[src/rtl/bcd_down_counter_pkg.sv]
// bcd_down_counter_pkg: shared BCD constants, mode and run/halt state encodings.
package bcd_down_counter_pkg;
  localparam logic [3:0] BCD_MAX = 4'd9;
  localparam logic [3:0] BCD_ZERO = 4'd0;
  typedef enum logic {MODE_WRAP = 1'b0, MODE_ONESHOT = 1'b1} mode_t;
  typedef enum logic {RUN = 1'b0, HALT = 1'b1} state_t;
endpackage

[src/rtl/bcd_digit_dn.sv]
// bcd_digit_dn: one BCD digit register with clamped load and decrement-with-wrap.
module bcd_digit_dn
  import bcd_down_counter_pkg::*;
(
  input  logic       clk,
  input  logic       rst,
  input  logic       load,
  input  logic [3:0] din,
  input  logic       dec,
  output logic [3:0] d,
  output logic       is_zero,
  output logic       clamped
);
  assign clamped = din > BCD_MAX;
  assign is_zero = d == BCD_ZERO;
  always_ff @(posedge clk or posedge rst)
    if (rst) d <= BCD_ZERO;
    else if (load) d <= clamped ? BCD_MAX : din;
    else if (dec) d <= is_zero ? BCD_MAX : d - 4'd1;
endmodule

[src/rtl/bcd_down_counter.sv]
// bcd_down_counter: cascadable multi-digit BCD down counter with wrap and one-shot modes.
module bcd_down_counter
  import bcd_down_counter_pkg::*;
#(
  parameter int DIGITS = 2,
  parameter bit ONESHOT_DEFAULT = 1'b0
) (
  input  logic                clk,
  input  logic                rst,
  input  logic                load,
  input  logic [4*DIGITS-1:0] load_val,
  input  logic                en,
  input  logic                oneshot,
  output logic [4*DIGITS-1:0] q,
  output logic                zero,
  output logic                borrow,
  output logic                done,
  output logic                halted,
  output logic                load_err
);
  localparam int W = 4 * DIGITS;
  state_t state, state_nxt;
  mode_t mode;
  logic [DIGITS:0] low_zero;
  logic [DIGITS-1:0] is_zero, clamped, dec;
  logic run, borrow_nxt, done_nxt;
  assign low_zero[0] = 1'b1;
  for (genvar g = 0; g < DIGITS; g++) begin : g_dig
    // a digit only borrows once every lower digit sits at zero
    assign low_zero[g+1] = low_zero[g] & is_zero[g];
    assign dec[g] = run & low_zero[g];
    bcd_digit_dn u_dig (
      .clk(clk), .rst(rst), .load(load), .din(load_val[4*g+:4]), .dec(dec[g]),
      .d(q[4*g+:4]), .is_zero(is_zero[g]), .clamped(clamped[g])
    );
  end
  assign zero = low_zero[DIGITS];
  assign halted = state == HALT;
  assign run = en & ~load & ~halted;
  always_comb begin
    borrow_nxt = run & zero & (mode == MODE_WRAP);
    done_nxt = run & (mode == MODE_ONESHOT) & (q == W'(1));
    state_nxt = load ? ((oneshot && load_val == '0) ? HALT : RUN) : (done_nxt ? HALT : state);
  end
  always_ff @(posedge clk or posedge rst)
    if (rst) begin
      state <= ONESHOT_DEFAULT ? HALT : RUN;
      mode <= mode_t'(ONESHOT_DEFAULT);
      borrow <= 1'b0;
      done <= 1'b0;
      load_err <= 1'b0;
    end else begin
      state <= state_nxt;
      mode <= load ? mode_t'(oneshot) : mode;
      borrow <= borrow_nxt;
      done <= done_nxt;
      load_err <= load & |clamped;
    end
endmodule

[config.mk]
export PLATFORM = sky130hd
export DESIGN_NAME = bcd_down_counter
export DESIGN_NICKNAME = d
export VERILOG_FILES = /design/src/rtl/bcd_down_counter_pkg.sv /design/src/rtl/bcd_digit_dn.sv /design/src/rtl/bcd_down_counter.sv
export SDC_FILE = /design/constraint.sdc
export NUM_CORES = 1
export LEC_CHECK = 0
export CAP_MARGIN = 5
export CORE_MARGIN = 8
export CORE_UTILIZATION = 30
export DETAILED_ROUTE_END_ITERATION = 10
export GPL_TIMING_DRIVEN = 0
export PLACE_DENSITY = 0.63
export SLEW_MARGIN = 20
export SYNTH_ARGS = -nofsm -noshare
export SYNTH_HDL_FRONTEND = slang
export SYNTH_SLANG_ARGS = --single-unit
[constraint.sdc]
create_clock -name clk -period 1.6 [get_ports clk]
set_clock_uncertainty 0.1 [all_clocks]
set_input_delay 0.4 -clock clk [delete_from_list [all_inputs] [get_ports clk]]
set_output_delay 0.4 -clock clk [all_outputs]
set_load 0.02 [all_outputs]
==> results.md <==
* Via count of the first global-routing pass at 761
* Total gr overflow at 0
* Avg Cell Area, Syn at 9.50 um2
* TritonCTS clock tree: done
* Worst slew slack as a fraction of its limit at 65.1%
* CORE AREA at 0.00241 mm2
* Synth Cell Area at about 740 um2
* Starting density of the core at 30.7%
* Hold Crit Class: primary input to async pin
* CP Depth at 4
* Number of top-level pins at 26
* Number of antenna cells inserted at 0
* Largest area contributor in the synthesized netlist: dfrtp_1
* CP startpoint kind: flop
* Endpoints failing setup at 7
* Total wire length at 2420 um
* Worst reg-to-reg path cell count at 4
* Peak supply drop at 396 uV
* Adder-Cell Fraction of Synth Area at 0%
* Fraction of synthesized area in multiplexers at 4.22%
* GPL Wtd Cong at 0.813
* Setup CP Type: flop to flop
* Critical path's largest stage delay at approximately 0.57 ns
* Critical path peak fanout at 4
* Clock insertion delay at the later pin of the skew report at 0.27 ns
* Share of post-route cells with drive strength above 1 at between 30% and 40%
* CP delay by family, top: simple AND/OR/NAND/NOR gates
* H-tree Lvls at 1
* DR DRC count at 0
* Xor and xnor fraction of the mapped netlist area at 1.18%
* Total number of yosys warnings at 0
* Layout net count at 134
* Global-route wire length before repair at about 3600 um
* Worst path cell trace: buf_6, or4b_4, or4_1, a31oi_1
* Crit path buf inv count at 1
* Proportion of synthesized chip area in sequential cells at 43.9%
* Data arrival time at the worst-slack endpoint at 1.97 ns
* Aggregate negative setup slack at -1.25 ns
* Most common library cell in the layout ignoring fill and taps: buf_4
* Maximum number of pins on one net before global-route repair at 14
* Cells taking the most area after synthesis: dfrtp_1, nor2b_1, o21ai_0
* Final critical-path required period at 1.88 ns
* Area added between synthesis and finish at 65.0%
* Number of DRC violations after detailed-routing iteration 0 at 55
* Category of the worst setup path capture point: flop
* Net Count, Synth at 91
* Proportion of netlist area held by the largest area contributor at 43.9%
* Buffers from clock root to sink, at most at 2
* PD cells at approximately 760 mW/mm2
* Internal power at between 0.0006 and 0.0007 W
* Count of input and output buffers at 25
* Library cell contributing the largest single delay on the critical path: or4b_4
* Top library cells by usage in the layout, fill and taps aside: buf_4, clkdlybuf4s50_1, dfrtp_2, nor2b_1
* Antenna violations before repair at 0
* Area fraction in compound gates after synthesis at 16.0%
* Hold buffer count at cts at 0
* Synth Area in Simple Gates at 31.9%
* Number of detailed-routing iterations run before antenna repair at 4
* Largest family of logic cells by synthesized area: simple AND/OR/NAND/NOR gates
* Part of the power in combinational logic at 33.5%
* Part of the power in the clock network at 21.4%
* P_sw at 0.000306 W
* Vert. Die Dim at between 60 and 70 um
* Cell variety after synth at 33
* Fin. Hold Viols at 0
* DP Cell Count at roughly 130
* Pre-CTS WS at -0.591 ns
* Final critical-path setup slack at -0.278 ns
* Detail Route Antenna Nets at 0
* LEAKAGE at 0.498 nW
* Via-to-Cell Ratio at between 5 and 6
* Peak Freq at between 0.5 and 0.6 GHz
* Hold WS at 0.345 ns
* Root Buffer Master: clkbuf_4
* Unrepaired setup endpoints after global routing: true
* # Max-Cap Violations at 0
* CTS buffer count at 3
* Final Cycle Share at 117%
* Required time of the critical path at 1.69 ns
* Clk slew on worst S/H paths at roughly 0.080 ns
* GRT Resource Usage Total at between 10% and 20%
* Row cnt at 18
* Slew Viols, Final at 0
* Outcome: finished with violations
* Number of standard cells after synthesis at 78
* Final routed wire length divided by cell count at roughly 16 um
* Flip-flop and latch count after synthesis at 13
* Detailed placer's ending HPWL at 1600 um
* Failing checks: negative setup slack
* Part of the power in registers at 45.1%
* Die ar. at 0.00432 mm2
* Horiz. Die Dim at approximately 66 um
* Number of clock sinks seen by CTS at 13
* Worst-Margin Slew at ~0.52 ns
* Number of cells in the finished layout apart from fillers at 150
* Vias at 804
* Switching part of the total power at 33.1%
==> cell usage after synthesis <==
| cell | number |
|---|---|
| mux2i_1 | 2 |
| o31ai_1 | 1 |
| nor4b_1 | 1 |
| nor4bb_1 | 1 |
| or3_1 | 1 |
| mux2_2 | 1 |
| o21ai_0 | 6 |
| a22oi_1 | 2 |
| nor4_1 | 3 |
| or4_1 | 2 |
| nor3_1 | 2 |
| clkbuf_1 | 1 |
| and4b_1 | 1 |
| a21oi_1 | 2 |
| xnor2_1 | 1 |
| nand4b_1 | 2 |
| dfrtp_1 | 13 |
| nand2_1 | 5 |
| nand4_1 | 3 |
| a311oi_1 | 1 |
| a31oi_1 | 2 |
| inv_1 | 3 |
| or4b_4 | 1 |
| nor2_1 | 6 |
| nand3_1 | 1 |
| a221oi_1 | 1 |
| nor2b_1 | 6 |
| buf_2 | 1 |
| o211ai_1 | 1 |
| nor3b_1 | 2 |
| o311ai_0 | 1 |
| o21ba_2 | 1 |
| and3b_1 | 1 |
==> metal layers <==
layer	GRT usage (%)	up-vias	share of wire [%]
met5	0	-	0
met4	3.27	0	0
li1	-	384	-
met3	3.06	0	7.7
met1	13.1	379	44
met2	16.7	41	49
==> final cells by class <==
class                      instances  area [um2]
buffer                             2        22.5
clock buffer                       4        26.3
fill                             236        1190
inverter                           3        15.0
multi-input combinational         60         452
sequential                        13         335
tap                               30        37.5
timing repair buffer              38         334
==> flip-flops by register name, summed over array words and instances (netlist names) <==
signal and cells:
g_dig.u_dig.d 8, borrow 1, done 1, halted 1, load_err 1, mode 1
==> cells by family after synthesis <==
kind of cell / count (synthesis)
simple gates: 38
compound gates: 18
flops: 13
buf+inv: 5
mux: 3
xor+xnor: 1
==> through the flow <==
| stage | area, um2 | utilization [%] | power (W) |
|---|---|---|---|
| final | 1220 | 50.7 | 0.000927 |
| after global routing | 1220 | 50.7 | 0.000972 |
| after CTS | 1130 | 47.1 | 0.000899 |
| after detailed placement | 1040 | 43.1 | 0.000667 |
| after global placement | 1040 | 43.1 | 0.000664 |
| after floorplan | 751 | - | 0.000539 |
==> repair_timing <==
item / in CTS / in global routing
resized for setup: 41 / 20
endpoints found under the setup margin: 25 / 16
buffers inserted: 6 / 7
cloned: 0 / 0
pin swaps: 5 / 10
==> path summary, 6_finish.rpt <==
check	startpoint	end	slack, ns
worst max-delay path	g_dig[0].u_dig.d[1]$_DFFE_PP0P_	g_dig[1].u_dig.d[0]$_DFFE_PP0P_	-0.28
worst min-delay path	rst	done$_DFF_PP0_	0.34
worst max register to register	g_dig[0].u_dig.d[1]$_DFFE_PP0P_	g_dig[1].u_dig.d[0]$_DFFE_PP0P_	-0.28
worst min register to register	mode$_DFFE_PP0P_	borrow$_DFF_PP0_	0.39
max in group asynchronous	rst	g_dig[1].u_dig.d[0]$_DFFE_PP0P_	0.69
min in group clk	mode$_DFFE_PP0P_	borrow$_DFF_PP0_	0.39
==> power by group through the flow <==
stage                     clock network (W)  registers, W  logic [W]
after floorplan                           0      0.000436   0.000103
after global placement                    0      0.000414   0.000250
after detailed placement                  0      0.000416   0.000251
after CTS                          0.000205      0.000414   0.000280
after global routing               0.000215      0.000423   0.000334
final                              0.000198      0.000418   0.000310
(Power assumes the default switching activity.)
